### src/rtl/fe_pkg.sv
// Shared definitions for the fetch/execute memory initiator:
// opcodes, phase encoding and instruction field helpers.
package fe_pkg;

    localparam logic [5:0] OP_LW   = 6'b100011;
    localparam logic [5:0] OP_SW   = 6'b101011;
    localparam logic [5:0] OP_J    = 6'b000010;
    localparam logic [5:0] OP_HALT = 6'b111111;

    typedef enum logic {
        FETCH = 1'b0,
        EXEC  = 1'b1
    } phase_e;

    function automatic logic [5:0] f_op(input logic [31:0] i);
        return i[31:26];
    endfunction

    function automatic logic [4:0] f_rs(input logic [31:0] i);
        return i[25:21];
    endfunction

    function automatic logic [4:0] f_rt(input logic [31:0] i);
        return i[20:16];
    endfunction

    function automatic logic [31:0] f_simm(input logic [31:0] i);
        return {{16{i[15]}}, i[15:0]};
    endfunction

    function automatic logic [25:0] f_tgt(input logic [31:0] i);
        return i[25:0];
    endfunction

endpackage

### src/rtl/fe_regfile.sv
// Local register file: two async read ports, one debug read,
// one sync write port; r0 is hardwired to zero.
module fe_regfile #(
    parameter int RF_DEPTH = 8,
    localparam int AW = $clog2(RF_DEPTH)
) (
    input  logic          clk,
    input  logic          Reset,
    input  logic [AW-1:0] ra_a,
    input  logic [AW-1:0] ra_b,
    input  logic [AW-1:0] ra_dbg,
    output logic [31:0]   rd_a,
    output logic [31:0]   rd_b,
    output logic [31:0]   rd_dbg,
    input  logic          we,
    input  logic [AW-1:0] wa,
    input  logic [31:0]   wd
);

    logic [31:0] rf [RF_DEPTH];

    // Storage: cleared by reset, writes to r0 dropped.
    always_ff @(posedge clk or posedge Reset) begin
        if (Reset) begin
            for (int i = 0; i < RF_DEPTH; i++) begin
                rf[i] <= '0;
            end
        end else if (we && (wa != '0)) begin
            rf[wa] <= wd;
        end
    end

    assign rd_a   = (ra_a   == '0) ? '0 : rf[ra_a];
    assign rd_b   = (ra_b   == '0) ? '0 : rf[ra_b];
    assign rd_dbg = (ra_dbg == '0) ? '0 : rf[ra_dbg];

endmodule

### src/rtl/fe_mem_initiator.sv
// Initiator for the alternating fetch/execute memory port.
// Optional FE_INIT_RETIRE_CNT_EN adds the retire_cnt output.
module fe_mem_initiator
    import fe_pkg::*;
#(
    parameter int          RF_DEPTH = 8,
    parameter logic [31:0] RESET_PC = 32'h0
) (
    input  logic        clk,
    input  logic        Reset,
    input  logic        mem_e,
    input  logic [31:0] mem_pc,
    input  logic [31:0] mem_iout,
    input  logic [31:0] mem_mout,
    output logic [31:0] next_pc,
    output logic [31:0] data_addr,
    output logic [31:0] data_out,
    output logic        store,
    output logic        halted,
    output logic        err_phase,
    output logic        err_align,
    input  logic [2:0]  dbg_sel,
    output logic [31:0] dbg_data
`ifdef FE_INIT_RETIRE_CNT_EN
    ,
    output logic [31:0] retire_cnt
`endif
);

    localparam int AW = $clog2(RF_DEPTH);

    phase_e state_q, state_d;

    logic [31:0]   addr_q, dout_q;
    logic          pend_q;
    logic [AW-1:0] pend_rt_q;

    logic [5:0]    op;
    logic [4:0]    rs5, rt5;
    logic [AW-1:0] rs_idx, rt_idx, dbg_idx;
    logic [31:0]   rs_val, rt_val, ea;
    logic          is_lw, is_sw, is_j, is_halt;
    logic          mismatch, exec_ok, fetch_ok;

    assign op      = f_op(mem_iout);
    assign rs5     = f_rs(mem_iout);
    assign rt5     = f_rt(mem_iout);
    assign rs_idx  = rs5[AW-1:0];
    assign rt_idx  = rt5[AW-1:0];
    assign dbg_idx = AW'(dbg_sel);

    assign is_lw   = (op == OP_LW);
    assign is_sw   = (op == OP_SW);
    assign is_j    = (op == OP_J);
    assign is_halt = (op == OP_HALT);

    assign ea = rs_val + f_simm(mem_iout);

    assign mismatch = !halted && ((state_q == EXEC) != mem_e);
    assign exec_ok  = !halted && (state_q == EXEC) && mem_e;
    assign fetch_ok = !halted && (state_q == FETCH) && !mem_e;

    fe_regfile #(.RF_DEPTH(RF_DEPTH)) u_rf (
        .clk    (clk),
        .Reset  (Reset),
        .ra_a   (rs_idx),
        .ra_b   (rt_idx),
        .ra_dbg (dbg_idx),
        .rd_a   (rs_val),
        .rd_b   (rt_val),
        .rd_dbg (dbg_data),
        .we     (fetch_ok && pend_q),
        .wa     (pend_rt_q),
        .wd     (mem_mout)
    );

    // Phase register.
    always_ff @(posedge clk or posedge Reset) begin
        if (Reset) state_q <= FETCH;
        else       state_q <= state_d;
    end

    // Next phase and memory-facing combinational outputs.
    // In sync, toggling equals ~mem_e; on a mismatch the same
    // rule realigns the FSM to the memory.
    always_comb begin
        state_d   = state_q;
        store     = 1'b0;
        data_addr = addr_q;
        data_out  = dout_q;
        if (!halted) begin
            state_d = mem_e ? FETCH : EXEC;
        end
        if (exec_ok && (is_lw || is_sw)) begin
            data_addr = ea;
        end
        if (exec_ok && is_sw) begin
            data_out = rt_val;
            store    = 1'b1;
        end
    end

    // Next-PC and halt tracking, updated at the end of EXEC.
    always_ff @(posedge clk or posedge Reset) begin
        if (Reset) begin
            next_pc <= RESET_PC;
            halted  <= 1'b0;
        end else if (exec_ok) begin
            unique case (1'b1)
                is_j:    next_pc <= {mem_pc[31:28],
                                     f_tgt(mem_iout), 2'b00};
                is_halt: halted  <= 1'b1;
                default: next_pc <= mem_pc + 32'd4;
            endcase
        end
    end

    // Held address/data and the pending load write-back.
    always_ff @(posedge clk or posedge Reset) begin
        if (Reset) begin
            addr_q    <= '0;
            dout_q    <= '0;
            pend_q    <= 1'b0;
            pend_rt_q <= '0;
        end else if (exec_ok) begin
            addr_q <= data_addr;
            dout_q <= data_out;
            if (is_lw) begin
                pend_q    <= 1'b1;
                pend_rt_q <= rt_idx;
            end
        end else if (fetch_ok) begin
            pend_q <= 1'b0;
        end
    end

    // Sticky error flags.
    always_ff @(posedge clk or posedge Reset) begin
        if (Reset) begin
            err_phase <= 1'b0;
            err_align <= 1'b0;
        end else begin
            if (mismatch) err_phase <= 1'b1;
            if (exec_ok && (is_lw || is_sw) && (ea[1:0] != 2'b00))
                err_align <= 1'b1;
        end
    end

`ifdef FE_INIT_RETIRE_CNT_EN
    // Retired-instruction counter, HALT included.
    always_ff @(posedge clk or posedge Reset) begin
        if (Reset)        retire_cnt <= '0;
        else if (exec_ok) retire_cnt <= retire_cnt + 32'd1;
    end
`endif

endmodule

### config.mk
export PLATFORM = sky130hd
export DESIGN_NAME = fe_mem_initiator
export DESIGN_NICKNAME = d
export VERILOG_FILES = /design/src/rtl/fe_pkg.sv /design/src/rtl/fe_regfile.sv /design/src/rtl/fe_mem_initiator.sv
export SDC_FILE = /design/constraint.sdc
export NUM_CORES = 1
export LEC_CHECK = 0
export ABC_AREA = 1
export ABC_CLOCK_PERIOD_IN_PS = 15300
export CAP_MARGIN = 20
export CORE_MARGIN = 3
export CORE_UTILIZATION = 55
export CTS_BUF_LIST = sky130_fd_sc_hd__clkbuf_2 sky130_fd_sc_hd__clkbuf_4 sky130_fd_sc_hd__clkbuf_8
export CTS_CLUSTER_SIZE = 8
export DETAILED_ROUTE_END_ITERATION = 10
export HOLD_SLACK_MARGIN = 0.02
export PLACE_DENSITY = 0.89
export SLEW_MARGIN = 20
export SYNTH_ARGS = -nofsm -noshare
export SYNTH_HDL_FRONTEND = slang
export SYNTH_SLANG_ARGS = --single-unit
export TNS_END_PERCENT = 30
### constraint.sdc
create_clock -name clk -period 15.3 [get_ports clk]
set_input_delay 1.53 -clock clk [delete_from_list [all_inputs] [get_ports clk]]
set_output_delay 1.53 -clock clk [all_outputs]
set_load 0.02 [all_outputs]
; ---- Word level (Yosys, flattened, before mapping)
; Cells that the tools add are included.
[op_classes]
eq_ne = 6
reduce_logical = 24
bitwise = 6
addsub = 2
div = 0
muxes = 23
shift = 0
multipliers = 0
order_cmp = 5
[op_table]
columns = operator, n
row1 = $mux W32, 12
row2 = $bmux W32 S3, 3
row3 = $bwmux W256, 1
row4 = $demux W32 S3, 1
row5 = $pmux W32 S2, 1
row6 = $add A32 B3 Y32 const B, 1
row7 = $add A32 B32 Y32, 1
row8 = $eq A6 B6 Y1 const B, 3
row9 = $ge A4 B4 Y1 const B, 4
row10 = $not A3 Y4, 4
row11 = $logic_and A1 B1 Y1, 11
row12 = $logic_not A3 Y1, 3
row13 = $reduce_and A2 Y1, 4
row14 = $eq A6 B2 Y1 const B, 1
row15 = $mux W1, 5
row16 = $lt A4 B1 Y1 const B, 1
row17 = $reduce_bool A2 Y1, 2
row18 = $reduce_bool A3 Y1, 1
row19 = $logic_not A1 Y1, 2
row20 = $ne A2 B2 Y1 const B, 1
row21 = $not A1 Y1, 2
row22 = $logic_or A1 B1 Y1, 1
row23 = $ne A1 B1 Y1, 1
[word_totals]
latchBits = 0
mem_count = 0
out_inout_bits = 132
ram_bits = 0
wordCells = 83
mem_bits_ro = 0
register_bits = 360

; ---- Longest topological paths before layout
[depth]
depth_word = 8
depth_mapped = 22
mapped_depth_nobuf = 20

; ---- Modules after synthesis
; A second synthesis with hierarchy kept.
[hier_totals]
hier_cells = 4005
hier_area_um2 = 24948.9
[modules_own_cells]
columns = module, seq_area_each_um2, cells_per_inst, n_inst, area_each_um2
row1 = fe_regfile, 6406.1, 2767, 1, 17154.0
row2 = fe_mem_initiator, 2602.5, 1238, 1, 7795.0

; ---- Worst setup path after synthesis
; No wires, ideal clock.
[synth_timing]
path_type = input-to-output
start = input mem_iout[21]
end = output data_addr[30]
cell_stages = 20
arrival_ns = 4.123
path_buffers = 4
setup_slack_ns = 9.647
path_cell_list = buf_2 > buf_2 > buf_2 > clkbuf_1 > nand2_1 > o211ai_1 > a31oi_1 > ha_1 > fa_1 > nand3_1 > nand3_1 > nand2_1 > nand2_1 > nand2_1 > nand2_1 > nand2_1 > nand3_1 > nand2_1 > nand2_1 > nand2_1
[synth_via]
elab_chain_len = 7
word_cells_on_any_way = 8
classes_between = 1 x add/sub / 5 x mux / 1 x bitwise / 1 x reduce/logical
[synth_lines]
columns = item, line
row1 = "start, declared", fe_mem_initiator.sv:13  ; input logic [31:0] mem_iout,
row2 = $not A3 Y4 (implied by the code), fe_regfile.sv:33  ; assign rd_a = (ra_a == '0) ? '0 : rf[ra_a];
row3 = $bmux W32 S3, fe_regfile.sv:33
row4 = $mux W32 (implied by the code) (2 in series), fe_regfile.sv:33
row5 = $mux W32 (*), fe_regfile.sv:33
row6 = $add A32 B32 Y32 (*), fe_mem_initiator.sv:57  ; assign ea = rs_val + f_simm(mem_iout);
row7 = $mux W32 (*), fe_mem_initiator.sv:94  ; if (exec_ok && (is_lw || is_sw)) begin
row8 = "end, declared", fe_mem_initiator.sv:16  ; output logic [31:0] data_addr,
; Mark *: on every way between the ends. The rest lies on a longest branch, timed or not. The select of a mux whose other input is x is not followed.

; ---- Worst setup path after layout
[layout_timing]
start = input mem_iout[23]
end = output data_addr[29]
; The elaborated chain is that of the path after synthesis.

==> run metrics <==
Fin. Hold Viols=0; clk_lat worst skew=between 0.6 and 0.7 ns; count of boundary I/O pins=roughly 230; number of maximum-capacitance constraint violations=0; Slowest-stage cell, CP=clkdlybuf4s50_1; WS Path Type=in2out; DRT iter0 DRCs=about 3900; number of buffers added on ports=~230; Max transition margin=around a quarter; Arr. time, crit path=~6.3 ns; via count=24275; mean post-synth cell area=6.90 um^2; number of buffers inserted by hold repair at cts=0; share of the yosys chip area belonging to registers=between 30% and 40%; Syn-to-layout area delta=15.4%; power per cell area=84.6 mW/mm^2; total length of routed wires=about 77 mm; wire length per cell after detailed routing=~20 um; design area=around 0.026 mm^2; sequential cell area=about 0.009 mm^2; clock group share of total power=39.8%; mean number of vias per cell=~6.2; y dimension of the die=around 210 um; RR Startpoint=halted$_DFFE_PP0P_; clock transition at the registers of the reported paths=around 0.06 ns; ranking of synthesized cells by area=dfrtp_1 (40%), o21ai_0 (14%), nand2_1 (13%); post-CTS setup-driven buffer insertion count=0; leakage=12.1 nW; number of antenna violations at the first check in global routing=2; run status=completed; met2 track demand over resource in global routing=around 50%; final setup slack of the worst path=between 7 and 8 ns; fill cell total of the finished layout=around 3500; setup slack at placement=roughly 7.7 ns; maximum number of pins on one net before global-route repair=115; row cnt=73; post-synth top area cell=dfrtp_1; sequence of cells on the critical path=clkdlybuf4s50_1 -> clkinv_1 -> buf_4 -> o21ai_0 -> a31oi_1 -> ha_1 -> nand2_1 -> nor2_1 -> and3_1 -> nand2_1 -> nand2_1 -> nand2_1 -> nand2_1 -> nand2_1 -> nand2_1 -> nand2_1 -> nand2_1 -> clkdlybuf4s50_1; met3 Track Usage GR=around 7.2%; combinational cell fraction of total power=between 10% and 20%; number of cells traversed by the worst hold path=0; Core Footprint=~0.040 mm^2; netlist area before placement=about 0.023 mm^2; TritonCTS clock tree=done; Worst R2R End=dout_q[1]$_DFFE_PP0P_; CP Launch Type=input port; worst stage delay on the critical path=slightly below 0.9 ns; Req. time, crit path=13.77 ns; start point of the worst hold path=u_rf.rf[246]$_DFFE_PP0P_; level count of the clock H-tree=2; vias in the first global route=between 20000 and 25000; number of flip-flops and latches in the synthesized netlist=360; synth warn=0; Post-Route Skew=between 0.03 and 0.04 ns; global-route wire length before repair=about 120 mm; total nets after synthesis=roughly 3400; Peak Freq=approximately 0.13 GHz; clock tree sinks=360; RSZ-0062 raised after global routing=no; Min Clock Period, post-route=between 7 and 8 ns; IR drop worst, VDD=between 0.06 and 0.07 mV; starting density of the core=around 56%; Least-Margin Pin Slew=between 1 and 1.5 ns; critical path's most frequent cell=nand2_1; most congested layer reported by global routing=met2; length in cells of the worst reg-to-reg path=8; kind of capture point of the worst setup path=output pin; sequential cell fraction of total power=a little over two fifths; total gr overflow=0; ratio of final minimum period to clock period=between 50 and 60%; DIE AREA=0.0435 mm^2; cell area reported after detailed placement=between 0.02 and 0.025 mm^2; largest buffer count on any clock path=3; count of unique library cells instantiated by Yosys=just over 40; final-stage net count=roughly 3500; Net Sw Frac=29.8%; final count of pins violating max slew=0; slack of the worst reg-to-reg path=roughly 12 ns; multi-input logic area=0.0115 mm^2; remaining antenna violation count after routing=0; P_sw=0.657 mW; total track usage=about a third; Yosys top cell area share=39.9%; Residual DRC=0; clock buffer count from CTS=about 60; Crit Path Max Fanout=35; endpoint of the worst hold-timing path=u_rf.rf[246]$_DFFE_PP0P_; Final GP Congestion=roughly 1; final-report setup violation count=0; number of resized instances in the post-cts repair step=0; share of post-route cells with drive strength above 1=4.72%; Initial DRT Pass Iterations=7; root buffer cell=clkbuf_8; Total Power=roughly 2.2 mW; cells after synthesis=about 3300; detailed placement HPWL=just under 50 mm; die boundary width=about 210 um; Int Pwr=1.55 mW; Hold Crit Class=reg2reg; aggregate negative setup slack=0 ns; met1 Resource Use GR=a little under half
[worst max-delay path: cells and delay by family]
family / cells / cell delay, ns
adders and majority gates: 1 / 0.49
AOI/OAI and AO/OA: 2 / 0.37
and+or+nand+nor: 11 / 1.17
buffers and inverters: 4 / 2.69
[sequential cells by signal, indices dropped and copies added (netlist names)]
name,flops
state_q,1
halted,1
err_align,1
u_rf.rf,256
err_phase,1
pend_rt_q,3
next_pc,32
pend_q,1
addr_q,32
dout_q,32
[power by group through the flow]
stage	sequential, mW	combinational (mW)	clock [mW]
5_1_grt	0.952	0.406	0.921
4_1_cts	0.953	0.363	0.881
6_report	0.953	0.374	0.876
3_5_place_dp	0.969	0.360	0
2_1_floorplan	0.970	0.230	0
3_3_place_gp	0.969	0.358	0
[routing by layer]
metal,vias to the layer above,wire length (um),share of wire [%]
met5,-,25,0.033
met4,4,3760,4.9
met3,298,10300,14
met2,1778,32500,42
met1,11057,30000,39
li1,11138,-,-
[metrics by stage]
stage	util [%]	cells	hold WS [ns]
6_report	65.0	3913	0.392
5_1_grt	65.0	3912	0.402
4_1_cts	65.0	3912	0.392
3_5_place_dp	62.0	3816	0.379
3_3_place_gp	62.0	3816	0.376
2_1_floorplan	-	3271	0.437
[cells by family after synthesis]
group	Yosys count	share of synthesized area [%]
xor+xnor	18	0.699
fa+ha+maj	33	1.86
simple gates	1174	20.9
compound gates	1153	27.6
flops	360	39.9
buf+inv	533	9.00
[Yosys cell counts, drive strengths merged]
master     n
xnor2      1
o211ai    48
fa         1
nor2     211
ha        32
o31ai     16
o22ai      9
nand4     16
nand3    104
a31oi     71
o21a       5
a22o       3
buf       43
a21oi    304
or2        6
xor2      17
nor3      26
nand3b    12
dfrtp    360
o2111ai    1
a21o       5
o221ai     4
and3       2
o21ai    651
a311oi     3
nand2    797
o21bai     4
clkbuf   204
inv      281
a211oi     3
clkinv     5
o311ai     7
a31o       1
a41oi     18
[how the worst max path moves through the flow]
stage	start	to	slack [ns]	cells past startpoint
final	mem_iout[23]	data_addr[29]	7.48	18
after global routing	mem_iout[23]	data_addr[27]	7.30	17
after CTS	mem_iout[23]	data_addr[29]	7.71	18
after detailed placement	mem_iout[23]	data_addr[29]	7.73	18
after global placement	mem_iout[23]	data_addr[31]	7.82	17
after floorplan	Reset	addr_q[0]$_DFFE_PP0P_	3.78	1
[cell type report]
class / count / area share, %
Tap cell: 525 / 2.52
Antenna cell: 1 / 0.00961
Multi-Input combinational cell: 2378 / 44.3
Inverter: 286 / 4.15
Clock inverter: 7 / 0.202
Sequential cell: 360 / 34.6
Timing Repair Buffer: 267 / 9.86
Clock buffer: 89 / 4.41
[cell usage in the layout (no fill, tap or decap), types with 24 or more instances in the layout]
cell type	count
buf_4	39
ha_1	32
nor3_1	25
dfrtp_1	360
nand2_1	797
clkdlybuf4s50_1	227
inv_1	276
o211ai_1	48
clkbuf_8	77
nand3_1	104
nor2_1	210
o21ai_0	627
a31oi_1	70
a21oi_1	304
o21ai_1	24
No activity file was read; power rests on OpenSTA's default activity.
